File: config.mk
export PLATFORM = sky130hd
export DESIGN_NAME = adc_uart_reporter_flat
export DESIGN_NICKNAME = d
export VERILOG_FILES = /design/src/rtl/adc_uart_reporter_if.sv /design/src/rtl/adc_uart_reporter.sv /design/src/flat_wrapper.sv
export SDC_FILE = /design/constraint.sdc
export NUM_CORES = 1
export LEC_CHECK = 0
export BUFFER_PORTS_ARGS = -buffer_cell sky130_fd_sc_hd__buf_2
export CAP_MARGIN = 30
export CORE_MARGIN = 4
export CORE_UTILIZATION = 42
export CTS_BUF_LIST = sky130_fd_sc_hd__clkbuf_8
export DETAILED_ROUTE_END_ITERATION = 7
export SYNTH_ARGS = -nofsm -noshare
export SYNTH_HDL_FRONTEND = slang
export SYNTH_SLANG_ARGS = --single-unit
File: constraint.sdc
create_clock -name clock -period 6.43 [get_ports clock]
set_input_delay 1.286 -clock clock [delete_from_list [all_inputs] [get_ports clock]]
set_output_delay 1.286 -clock clock [all_outputs]
set_load 0.005 [all_outputs]
File: src/rtl/adc_uart_reporter_if.sv
// Port bundle between the ADC sampling stage and the UART report generator:
// the eight snapshot sources, the start/busy/done handshake and the serial line.
interface adc_uart_reporter_if;
    logic       start;
    logic [7:0] ch1_val;
    logic [7:0] ch2_val;
    logic [7:0] ch3_val;
    logic [7:0] ch4_val;
    logic [7:0] ch1_max;
    logic [7:0] ch2_max;
    logic [7:0] ch3_max;
    logic [7:0] ch4_max;
    logic       tx;
    logic       busy;
    logic       frame_done;

    modport master (
        output start,
        output ch1_val, ch2_val, ch3_val, ch4_val,
        output ch1_max, ch2_max, ch3_max, ch4_max,
        input  tx, busy, frame_done
    );

    modport slave (
        input  start,
        input  ch1_val, ch2_val, ch3_val, ch4_val,
        input  ch1_max, ch2_max, ch3_max, ch4_max,
        output tx, busy, frame_done
    );
endinterface

File: src/rtl/adc_uart_reporter.sv
// Snapshots four live ADC channels and their running maxima on request and
// sends them as a 34-byte ASCII hex report over an 8N1 UART line.
module adc_uart_reporter #(
    parameter int CLK_HZ   = 50_000_000,
    parameter int BAUD     = 9600,
    parameter int BAUD_DIV = CLK_HZ / BAUD
) (
    input  logic                clock,
    input  logic                reset,
    adc_uart_reporter_if.slave  bus
);

    localparam int              CNT_W     = (BAUD_DIV > 1) ? $clog2(BAUD_DIV) : 1;
    localparam logic [CNT_W-1:0] BAUD_LAST = CNT_W'(BAUD_DIV - 1);
    localparam logic [5:0]      LAST_BYTE = 6'd33;

    typedef enum logic [1:0] {IDLE, START, DATA, STOP} state_e;

    state_e           state_q, state_d;
    logic [5:0]       byte_idx_q, byte_idx_d;
    logic [2:0]       bit_cnt_q, bit_cnt_d;
    logic [CNT_W-1:0] baud_cnt_q, baud_cnt_d;
    logic             tx_q, tx_d;
    logic             busy_q, busy_d;
    logic             frame_done_q, frame_done_d;
    logic [7:0]       snap_val_q [4];
    logic [7:0]       snap_val_d [4];
    logic [7:0]       snap_max_q [4];
    logic [7:0]       snap_max_d [4];
    logic [7:0]       cur_byte;
    logic [1:0]       grp;
    logic             baud_end;

    function automatic logic [7:0] hex_ascii(input logic [3:0] nib);
        return (nib < 4'd10) ? (8'h30 + {4'h0, nib}) : (8'h37 + {4'h0, nib});
    endfunction

    // Byte layout: eight bytes per channel "n=VV/MM " followed by CR LF.
    always_comb begin
        grp = byte_idx_q[4:3];
        if (byte_idx_q[5]) begin
            cur_byte = byte_idx_q[0] ? 8'h0A : 8'h0D;
        end else begin
            unique case (byte_idx_q[2:0])
                3'd0:    cur_byte = 8'h31 + {6'b0, grp};
                3'd1:    cur_byte = 8'h3D;
                3'd2:    cur_byte = hex_ascii(snap_val_q[grp][7:4]);
                3'd3:    cur_byte = hex_ascii(snap_val_q[grp][3:0]);
                3'd4:    cur_byte = 8'h2F;
                3'd5:    cur_byte = hex_ascii(snap_max_q[grp][7:4]);
                3'd6:    cur_byte = hex_ascii(snap_max_q[grp][3:0]);
                default: cur_byte = 8'h20;
            endcase
        end
    end

    assign baud_end = (baud_cnt_q == BAUD_LAST);

    always_comb begin
        // NOTE: every signal gets a default first so no path can infer a latch.
        state_d      = state_q;
        byte_idx_d   = byte_idx_q;
        bit_cnt_d    = bit_cnt_q;
        baud_cnt_d   = baud_cnt_q;
        tx_d         = tx_q;
        busy_d       = busy_q;
        frame_done_d = 1'b0;
        snap_val_d   = snap_val_q;
        snap_max_d   = snap_max_q;

        if (state_q != IDLE) begin
            baud_cnt_d = baud_end ? '0 : baud_cnt_q + 1'b1;
        end

        unique case (state_q)
            IDLE: begin
                if (bus.start) begin
                    state_d       = START;
                    busy_d        = 1'b1;
                    tx_d          = 1'b0;
                    baud_cnt_d    = '0;
                    byte_idx_d    = '0;
                    bit_cnt_d     = '0;
                    snap_val_d[0] = bus.ch1_val;
                    snap_val_d[1] = bus.ch2_val;
                    snap_val_d[2] = bus.ch3_val;
                    snap_val_d[3] = bus.ch4_val;
                    snap_max_d[0] = bus.ch1_max;
                    snap_max_d[1] = bus.ch2_max;
                    snap_max_d[2] = bus.ch3_max;
                    snap_max_d[3] = bus.ch4_max;
                end
            end
            START: begin
                if (baud_end) begin
                    state_d   = DATA;
                    bit_cnt_d = '0;
                    tx_d      = cur_byte[0];
                end
            end
            DATA: begin
                if (baud_end) begin
                    if (bit_cnt_q == 3'd7) begin
                        state_d = STOP;
                        tx_d    = 1'b1;
                    end else begin
                        bit_cnt_d = bit_cnt_q + 3'd1;
                        tx_d      = cur_byte[bit_cnt_q + 3'd1];
                    end
                end
            end
            STOP: begin
                if (baud_end) begin
                    if (byte_idx_q == LAST_BYTE) begin
                        state_d      = IDLE;
                        busy_d       = 1'b0;
                        frame_done_d = 1'b1;
                        byte_idx_d   = '0;
                    end else begin
                        state_d    = START;
                        byte_idx_d = byte_idx_q + 6'd1;
                        tx_d       = 1'b0;
                    end
                end
            end
            default: state_d = IDLE;
        endcase
    end

    // NOTE: state registers use non-blocking assignments so every flop samples pre-edge values.
    always_ff @(posedge clock) begin
        if (reset) begin
            state_q      <= IDLE;
            byte_idx_q   <= '0;
            bit_cnt_q    <= '0;
            baud_cnt_q   <= '0;
            tx_q         <= 1'b1;
            busy_q       <= 1'b0;
            frame_done_q <= 1'b0;
        end else begin
            state_q      <= state_d;
            byte_idx_q   <= byte_idx_d;
            bit_cnt_q    <= bit_cnt_d;
            baud_cnt_q   <= baud_cnt_d;
            tx_q         <= tx_d;
            busy_q       <= busy_d;
            frame_done_q <= frame_done_d;
        end
    end

    // NOTE: snapshot storage is reloaded on every accept before use, so it carries no reset.
    always_ff @(posedge clock) begin
        snap_val_q <= snap_val_d;
        snap_max_q <= snap_max_d;
    end

    assign bus.tx         = tx_q;
    assign bus.busy       = busy_q;
    assign bus.frame_done = frame_done_q;

endmodule

File: src/flat_wrapper.sv
// flat-port wrapper written by rule: the top's interface ports become plain ports
module adc_uart_reporter_flat 
#(
    parameter int CLK_HZ   = 50_000_000,
    parameter int BAUD     = 9600,
    parameter int BAUD_DIV = CLK_HZ / BAUD
)
  (clock, reset, bus_start, bus_ch1_val, bus_ch2_val, bus_ch3_val, bus_ch4_val, bus_ch1_max, bus_ch2_max, bus_ch3_max, bus_ch4_max, bus_tx, bus_busy, bus_frame_done);
  adc_uart_reporter_if bus_i ();
  input  logic clock;
  input  logic reset;
  input wire logic [$bits(bus_i.start)-1:0] bus_start;
  input wire logic [$bits(bus_i.ch1_val)-1:0] bus_ch1_val;
  input wire logic [$bits(bus_i.ch2_val)-1:0] bus_ch2_val;
  input wire logic [$bits(bus_i.ch3_val)-1:0] bus_ch3_val;
  input wire logic [$bits(bus_i.ch4_val)-1:0] bus_ch4_val;
  input wire logic [$bits(bus_i.ch1_max)-1:0] bus_ch1_max;
  input wire logic [$bits(bus_i.ch2_max)-1:0] bus_ch2_max;
  input wire logic [$bits(bus_i.ch3_max)-1:0] bus_ch3_max;
  input wire logic [$bits(bus_i.ch4_max)-1:0] bus_ch4_max;
  output wire logic [$bits(bus_i.tx)-1:0] bus_tx;
  output wire logic [$bits(bus_i.busy)-1:0] bus_busy;
  output wire logic [$bits(bus_i.frame_done)-1:0] bus_frame_done;
  assign bus_i.start = bus_start;
  assign bus_i.ch1_val = bus_ch1_val;
  assign bus_i.ch2_val = bus_ch2_val;
  assign bus_i.ch3_val = bus_ch3_val;
  assign bus_i.ch4_val = bus_ch4_val;
  assign bus_i.ch1_max = bus_ch1_max;
  assign bus_i.ch2_max = bus_ch2_max;
  assign bus_i.ch3_max = bus_ch3_max;
  assign bus_i.ch4_max = bus_ch4_max;
  assign bus_tx = bus_i.tx;
  assign bus_busy = bus_i.busy;
  assign bus_frame_done = bus_i.frame_done;
  adc_uart_reporter #(.CLK_HZ(CLK_HZ), .BAUD(BAUD), .BAUD_DIV(BAUD_DIV)) u_core (.clock(clock), .reset(reset), .bus(bus_i));
endmodule
Yosys cells after proc, flatten, opt, wreduce, memory -nomap -nowiden
Index checks and enable logic that the tools add are counted.
W data, S select, Z words.

cells by class
  multipliers = 0
  bitwise logic cells = 3
  shifts and indexed selects = 0
  order comparisons = 6
  mux-type cells = 47
  $add $sub $neg = 12
  equality and inequality tests = 20
  divide/modulo/power cells = 0
  reduce and logical (&&, ||, !) cells = 12

operators by type and width
  operator                 number
  $mux W8                  9
  $add A6 B4 Y7 const A    8
  $pmux W8 S7              1
  $mux W13                 4
  $bmux W8 S2              2
  $mux W6                  3
  $lt A4 B4 Y1 const B     4
  $mux W3                  5
  $reduce_and A5 Y1        3
  $add A13 B1 Y13 const B  1
  $eq A13 B13 Y1 const B   1
  $eq A3 B3 Y1 const B     4
  $mux W1                  12
  $pmux W6 S2              1
  $mux W2                  5
  $ne A2 B1 Y1 const B     5
  $pmux W3 S3              1
  $pmux W2 S4              1
  $add A6 B2 Y7 const A    1
  $add A6 B1 Y6 const B    1
  $eq A3 B2 Y1 const B     2
  $eq A6 B6 Y1 const B     1
  $ne A2 B2 Y1 const B     3
  $eq A2 B2 Y1 const B     2
  18 further kinds         20

storage, ports and cells
  input bits = 67
  word-level logic and storage cells = 115
  flip-flop bits (word level) = 91
  latch bits = 0
  memory bits (read-only) = 0
  memories kept = 0
  RAM bits = 0

Depth between registers and ports, before layout
Gate-level depths: netlist of the first run.

  depth in word-level cells = 13
  mapped depth = 11
  gate-level depth less buffers = 10

Worst setup path before layout of the first run
Ideal clock, no wire load.

  kind = input to register
  start = in bus_start
  end = reg u_core.snap_max_q[0] (netlist name), enable pin
  data arrival time = 2.635 ns
  stages = 2
  buffers on the path = 0
  path slack = 3.377 ns
  library setup time = 0.418 ns
  path through = nand2_1 > inv_1

on the way
  cells in the longest elaborated chain, start to end = 1

ends and longest elaborated chain
  item                                line                      RTL
  start: declaration                  flat_wrapper.sv:12        input wire logic [$bits(bus_i.start)-1:0] bus_start;
  $reduce_and A2 Y1 (no source line)  --
  end signal: assignment              adc_uart_reporter.sv:154  snap_max_q <= snap_max_d;
  end: declaration                    adc_uart_reporter.sv:28   logic [7:0] snap_max_q [4];

No other way between the ends.
A chain may end at the register's enable or synchronous reset.

Final worst setup path of the first run
  start = reg u_core.byte_idx_q[3]
  end = reg u_core.tx_q, in the netlist u_core.bus.tx

on the way
  cells in the longest elaborated chain, start to end = 13
  elaborated cells between the ends (all ways) = 35

ends and longest elaborated chain
  item                                                  line                                              RTL
  start: declaration                                    adc_uart_reporter.sv:20                           logic [5:0] byte_idx_q, byte_idx_d;
  start signal: assignment                              adc_uart_reporter.sv:142                          byte_idx_q <= byte_idx_d;
  $not A2 Y3 (implied by the code)                      --
  $bmux W8 S2, on equally long branches                 --
  $mux W8, on equally long branches (2 in series)       adc_uart_reporter.sv:50, adc_uart_reporter.sv:48
  $add A6 B4 Y7 / $lt A4 B4 Y1 (equally long branches)  adc_uart_reporter.sv:35                           return (nib < 4'd10) ? (8'h30 + {4'h0, nib}) : (8'h37 + {4'h0, nib});
  $mux W8                                               adc_uart_reporter.sv:35
  $pmux W8 S7                                           adc_uart_reporter.sv:44                           unique case (byte_idx_q[2:0])
  $mux W8                                               adc_uart_reporter.sv:41                           if (byte_idx_q[5]) begin
  $bmux W1 S3                                           adc_uart_reporter.sv:108                          tx_d = cur_byte[bit_cnt_q + 3'd1];
  $mux W1 (implied by the code)                         adc_uart_reporter.sv:108
  $mux W1                                               adc_uart_reporter.sv:103                          if (bit_cnt_q == 3'd7) begin
  $mux W1                                               adc_uart_reporter.sv:102                          if (baud_end) begin
  $pmux W1 S4                                           adc_uart_reporter.sv:75                           unique case (state_q)
  end signal: assignment                                adc_uart_reporter.sv:145                          tx_q <= tx_d;
  end: declaration                                      adc_uart_reporter.sv:23                           logic tx_q, tx_d;

Several ways; a longest one is shown, not always the timed one. The select of a mux whose other input is x is not followed.

==> run summary, run 1 <==
Status: completed
DR DRC count: 0
Initial Utilization: 43.7%
Final Hold Vio Count: 0
CP Launch Type: flop
Hold Slack: 469 ps
Final min period: 2900 ps
Share of cells above drive strength 1: 23.5%
Io pins: 70
# diodes: 0
Register area share after synthesis: 53.8%
Clock Tree Root: clkbuf_8
Global-route wire length before repair: 15.4 mm
Vias/cell: 5.39
Core area: 0.0105 mm^2
Final setup viols: 0
Required time of the critical path: 6750 ps
Final cell count without fillers: 600
Setup crit end kind: flop
Cts hold-fix bufs: 0
Commonest cells in the netlist: 64 x edfxtp_1, 34 x nand2_1, 31 x nor2_1, 27 x a21oi_1, 27 x dfxtp_1
CTS Sinks: 91
Largest net degree at the start of global routing: 65
Register-to-register setup slack: 3530 ps
CP arrival: 3210 ps
Peak Freq: 0.345 GHz
Max cap viols: 0
Synth Flop Type: edfxtp_1
RR Startpoint: u_core.byte_idx_q[3]
Setup_tns: 0 ps
TritonCTS clock tree: yes
Post-synthesis cell count: 394
Fin crit share: 45.1%
Clock buffer depth: 2
IO buf count: 69
Synth top area share: 42.0%
Initial antenna violation count: 0
CP max FO: 23
Drt first pass iters: 4
CP startpoint: u_core.byte_idx_q[3]
H-tree depth: 3
Post-synthesis cell area: 0.00458 mm^2
Die area: 0.0126 mm^2
CTS resizes: 0
Grt ovf: 0
Count of flip-flops with a built-in enable after synthesis: 64
Syn Nets: 478
Synth Register Bits: 91
Pre-CTS setup slack: 3540 ps
Max-slew violation count: 0
DR vias: 3232
Min-delay src: u_core.bus.busy
Die W: 112 um
Cell variety after synth: 59
Pleak: 1.92 nW
Post-layout util: 49.8%
Final nets: 543
Worst slew pin tran: 816 ps
Placed cells: 584
Area contributors post-synth: edfxtp_1 42%, dfxtp_1 12%, mux4_2 6.4%
Ys async rst share: 0%
Vert. Die Dim: 112 um
Leading area contributor after synthesis: edfxtp_1
DRT iter0 DRCs: 227
Post-route ant nets: 0
Gr usage total: 15.3%
CP Class: reg2reg
Count leader, synth: edfxtp_1
Routability Congestion: 0.873
Yosys warning count: 0
Setup Fix Bufs, Post-CTS: 0
Pwr/cell area: 331 mW/mm^2
Final Skew: 10.7 ps
Post-Syn Area per Cell: 11.6 um^2
Num CTS Buffers: 9
Worst VDD drop: 186 uV
Site row count: 37
DP Wirelength: 6.68 mm
Slew headroom: 45.4%
Vias in the first global route: 3221
Synth-to-layout area growth: 13.8%
RSZ-0062 raised after global routing: false
Routed WL: 9.33 mm
Hold Crit Class: reg2reg
Clock-pin slew on the worst setup and hold paths: 90 ps
Fin worst setup slack: 3530 ps
Clock Latency Late Sink: 380 ps
Routed WL per cell: 15.5 um
==> flip-flops by register name, summed over array words and instances (netlist names) <==
| name | count |
|---|---|
| u_core.baud_cnt_q | 13 |
| u_core.snap_val_q | 32 |
| u_core.bus.tx | 1 |
| u_core.bit_cnt_q | 3 |
| u_core.byte_idx_q | 6 |
| u_core.snap_max_q | 32 |
| u_core.state_q | 2 |
| u_core.bus.busy | 1 |
| u_core.bus.frame_done | 1 |
==> through the flow <==
step           instance area (um^2)  power (mW)
6_report                       5210        1.73
2_1_floorplan                  4580        1.25
3_3_place_gp                   5040        1.38
5_1_grt                        5210        1.85
4_1_cts                        5210        1.75
3_5_place_dp                   5040        1.39
==> cells by family after synthesis <==
family          Yosys count  share of synthesized area [%]
fa+ha+maj                17                           4.65
simple gates            126                           14.2
buf+inv                  38                           3.36
compound gates           90                           12.9
flops                    91                           53.8
mux                      22                           9.16
xor+xnor                 10                           1.91
==> routing by layer <==
layer  part of all wire (%)  track usage, %  wire (um)
met4                    1.0            4.09         96
met5                      0               0          0
met2                     48            24.6       4460
met3                    6.0            5.34        561
met1                     45            19.9       4210
==> path summary, 6_finish.rpt <==
kind,endpoint,cells past startpoint
worst max-delay path,u_core.bus.tx,11
worst min-delay path,u_core.bus.busy,2
worst max register to register,u_core.bus.tx,11
worst min register to register,u_core.bus.busy,2
==> placed cells by master (no fill, tap or decap), types with 4 or more instances in the layout <==
cell type	count
mux2i_1	4
nand3_1	12
o21ai_0	15
mux4_2	13
buf_2	69
nand2_1	34
edfxtp_1	64
nand2b_1	11
a211oi_1	7
clkbuf_8	9
nor4b_1	4
o22ai_1	4
nor2_1	31
a21oi_1	27
and3_1	7
xnor2_1	6
nor3_1	4
nor2b_1	4
ha_1	17
a31oi_1	5
dfxtp_1	27
inv_1	18
nand3b_1	4
xor2_1	4
==> power breakdown <==
part	switching [mW]	leakage [nW]	internal [mW]
clock	0.210	0.0802	0.142
combinational	0.330	1.01	0.209
sequential	0.0535	0.831	0.780
total	0.593	1.92	1.13
==> final cells by class <==
cell class | count | area (um^2)
fillers | 965 | 5250
flip-flops and latches | 91 | 2460
multi-input cells | 265 | 1960
repair buffers | 72 | 368
well taps | 136 | 170
clock buffers | 9 | 124
inverters | 20 | 75.1
clock inverters | 7 | 50.0
==> critical path, cell delays in order, from the launching register on <==
cell,delay (ps)
dfxtp_1,320
buf_4,360
mux4_1,700
inv_1,90
ha_1,210
nor2b_1,70
a221o_1,370
a21oi_1,180
a41oi_1,60
a211oi_1,240
o41ai_1,100
o21ai_1,130
Note: power is estimated with default switching activity, not from simulation.
==> run 2: changes to the inputs <==
--- a/config.mk
+++ b/config.mk
@@ -5,6 +5,7 @@
 export SDC_FILE = /design/constraint.sdc
 export NUM_CORES = 1
 export LEC_CHECK = 0
+export ABC_AREA = 1
 export BUFFER_PORTS_ARGS = -buffer_cell sky130_fd_sc_hd__buf_2
 export CAP_MARGIN = 30
 export CORE_MARGIN = 4
==> constraint.sdc (replaced) <==
create_clock -name clock -period 2.85 [get_ports clock]
set_input_delay 0.57 -clock clock [delete_from_list [all_inputs] [get_ports clock]]
set_output_delay 0.57 -clock clock [all_outputs]
set_load 0.005 [all_outputs]
==> run 2 against run 1 <==
Against the previous run:
- non-clock buffer count rose by 2
- clock skew barely moved
- largest cell class unchanged
- highest routed layer unchanged
- sequential share of layout area fell by 3.0 points
- combinational power rose by 130%
- critical path type unchanged
- critical endpoint unchanged
- largest power group unchanged
==> run summary, run 2 <==
Most common cell after layout, fill and taps aside: nand2_1
Post-synthesis cell count: 560
Final Hold Vio Count: 0
Setup_tns: 0 ps
RSZ-0062 raised after global routing: false
Final min period: 2410 ps
Clock buffer depth: 2
Gr usage total: 16.9%
Leading area contributor after synthesis: edfxtp_1
Count of flip-flops with a built-in enable after synthesis: 64
Ys async rst share: 0%
Io pins: 70
Final nets: 715
Fillcell total: 1079
Count leader, synth: nand2_1
Synth Flop Type: edfxtp_1
Yosys warning count: 0
Die area: 0.0136 mm^2
Worst slew pin tran: 451 ps
Area contributors post-synth: edfxtp_1 39%, nand2_1 12%, dfxtp_1 11%
Grt ovf: 0
Required time of the critical path: 3130 ps
Syn Nets: 644
CP Launch Type: flop
Initial Utilization: 43.1%
Crit-path cells: buf_4 -> nand3_1 -> nand2_1 -> ha_1 -> inv_1 -> nor2_1 -> nand2_1 -> nand3_1 -> nand2_1 -> nor2_1 -> nand3_1 -> nand2_1 -> nand2_1 -> a21oi_1 -> nand2_1 -> nand2_1 -> nand2_1 -> nand2_1 -> nand2_1
Global-route wire length before repair: 17.9 mm
CP arrival: 2690 ps
Commonest cells in the netlist: 164 x nand2_1, 64 x edfxtp_1, 52 x nand3_1, 46 x inv_1, 38 x nor2_1
Cts hold-fix bufs: 0
DR vias: 3886
DP Wirelength: 7.99 mm
Status: completed
Post-Syn Area per Cell: 8.82 um^2
Share of cells above drive strength 1: 22.5%
Final Skew: 11.1 ps
Die W: 116 um
Slowest CP cell: dfxtp_1
Register area share after synthesis: 49.8%
Vert. Die Dim: 116 um
Final setup viols: 0
Setup crit end kind: flop
Pwr/cell area: 700 mW/mm^2
IO buf count: 69
Hold Crit Class: in2reg
Max stage delay on crit path: 570 ps
Post-synthesis cell area: 0.00494 mm^2
DR DRC count: 0
Most used cell along the critical path: nand2_1
Routability Congestion: 0.856
Worst VDD drop: 424 uV
Slew headroom: 69.7%
CP Class: reg2reg
CTS Sinks: 91
Post-route ant nets: 0
Peak Freq: 0.416 GHz
Clock Latency Late Sink: 370 ps
H-tree depth: 3
Vias/cell: 4.98
Cell variety after synth: 41
Vias in the first global route: 3779
Routed WL per cell: 13.7 um
CTS resizes: 0
Largest net degree at the start of global routing: 65
Top Registers: u_core.snap_max_q: 32 flops, u_core.snap_val_q: 32 flops, u_core.baud_cnt_q: 13 flops
Site row count: 39
Synth-to-layout area growth: 12.6%
Core area: 0.0115 mm^2
Post-layout util: 48.5%
Clock-pin slew on the worst setup and hold paths: 90 ps
Fin crit share: 84.4%
Pleak: 2.36 nW
Initial antenna violation count: 0
TritonCTS clock tree: yes
Max cap viols: 0
Synth Register Bits: 91
Drt first pass iters: 5
Routed WL: 10.7 mm
Most frequent cells in the layout: 164 x nand2_1, 69 x buf_2, 64 x edfxtp_1, 52 x nand3_1, 47 x inv_1
Buf/Inv on CP: 2
Setup Fix Bufs, Post-CTS: 0
DRT iter0 DRCs: 228
Max-slew violation count: 0
Num CTS Buffers: 9
Clock Tree Root: clkbuf_8
Delay-heaviest family, CP: simple AND/OR/NAND/NOR gates
Synth top area share: 38.9%
CP max FO: 13
## run 2: cell types whose count changed in the layout (fill, tap and decap cells not counted), sizes merged, moves of 6 or more
cell,delta
and3,-7
inv,+34
mux4,-15
nand2,+158
nand2b,-11
nand3,+57
nor2,+8
xnor2,-6
## run 2: final timing paths
| kind | slack [ps] | endpoint | start | depth (start not counted) |
|---|---|---|---|---|
| worst max-delay path | 440 | u_core.bus.tx | u_core.byte_idx_q[4] | 19 |
| worst min-delay path | 370 | u_core.snap_val_q[6] | bus_ch4_val[6] | 1 |
| worst max register to register | 440 | u_core.bus.tx | u_core.byte_idx_q[4] | 19 |
| worst min register to register | 480 | u_core.bit_cnt_q[1] | u_core.bit_cnt_q[1] | 2 |
## run 2: through the flow
stage | instance area, um^2 | total power, mW | setup slack, ps | hold WS, ps | cells
after floorplan | 4940 | 2.78 | 242 | 449 | 560
after global routing | 5560 | 4.19 | 99.5 | 333 | 779
after detailed placement | 5390 | 3.14 | 418 | 464 | 763
final | 5560 | 3.89 | 443 | 368 | 780
after global placement | 5390 | 3.12 | 446 | 466 | 763
after CTS | 5560 | 3.93 | 399 | 342 | 779
## run 2: cell families after synthesis
family                     after synthesis  share of synthesized area (%)
xor gates and xnor gates                 4                          0.709
adders and majority gates               17                           4.31
and+or+nand+nor                        321                           31.2
buffers and inverters                   67                           6.94
DFF                                     91                           49.8
AOI/OAI and AO/OA                       60                           6.99
## run 2: power breakdown
part | switching [mW] | internal (mW)
Sequential | 0.126 | 1.73
Combinational | 0.816 | 0.438
Clock | 0.467 | 0.315
## run 2: cell type report
class                      instances  area, um^2  share of cell area (%)
sequential                        91        2460                    44.3
multi-input combinational        402        2130                    38.4
timing repair buffer              74         395                    7.11
inverter                          53         220                    3.96
tap                              143         179                    3.22
clock buffer                       9         124                    2.23
clock inverter                     7        42.5                   0.765
antenna                            1        2.50                  0.0450
## run 2: layer usage
metal  wire, um  share of wire, %  track usage (%)
met3        626               5.8             5.49
met1       5010                47             22.5
met2       4960                46             26.7
met4        118               1.1             4.56
met5          0                 0                0
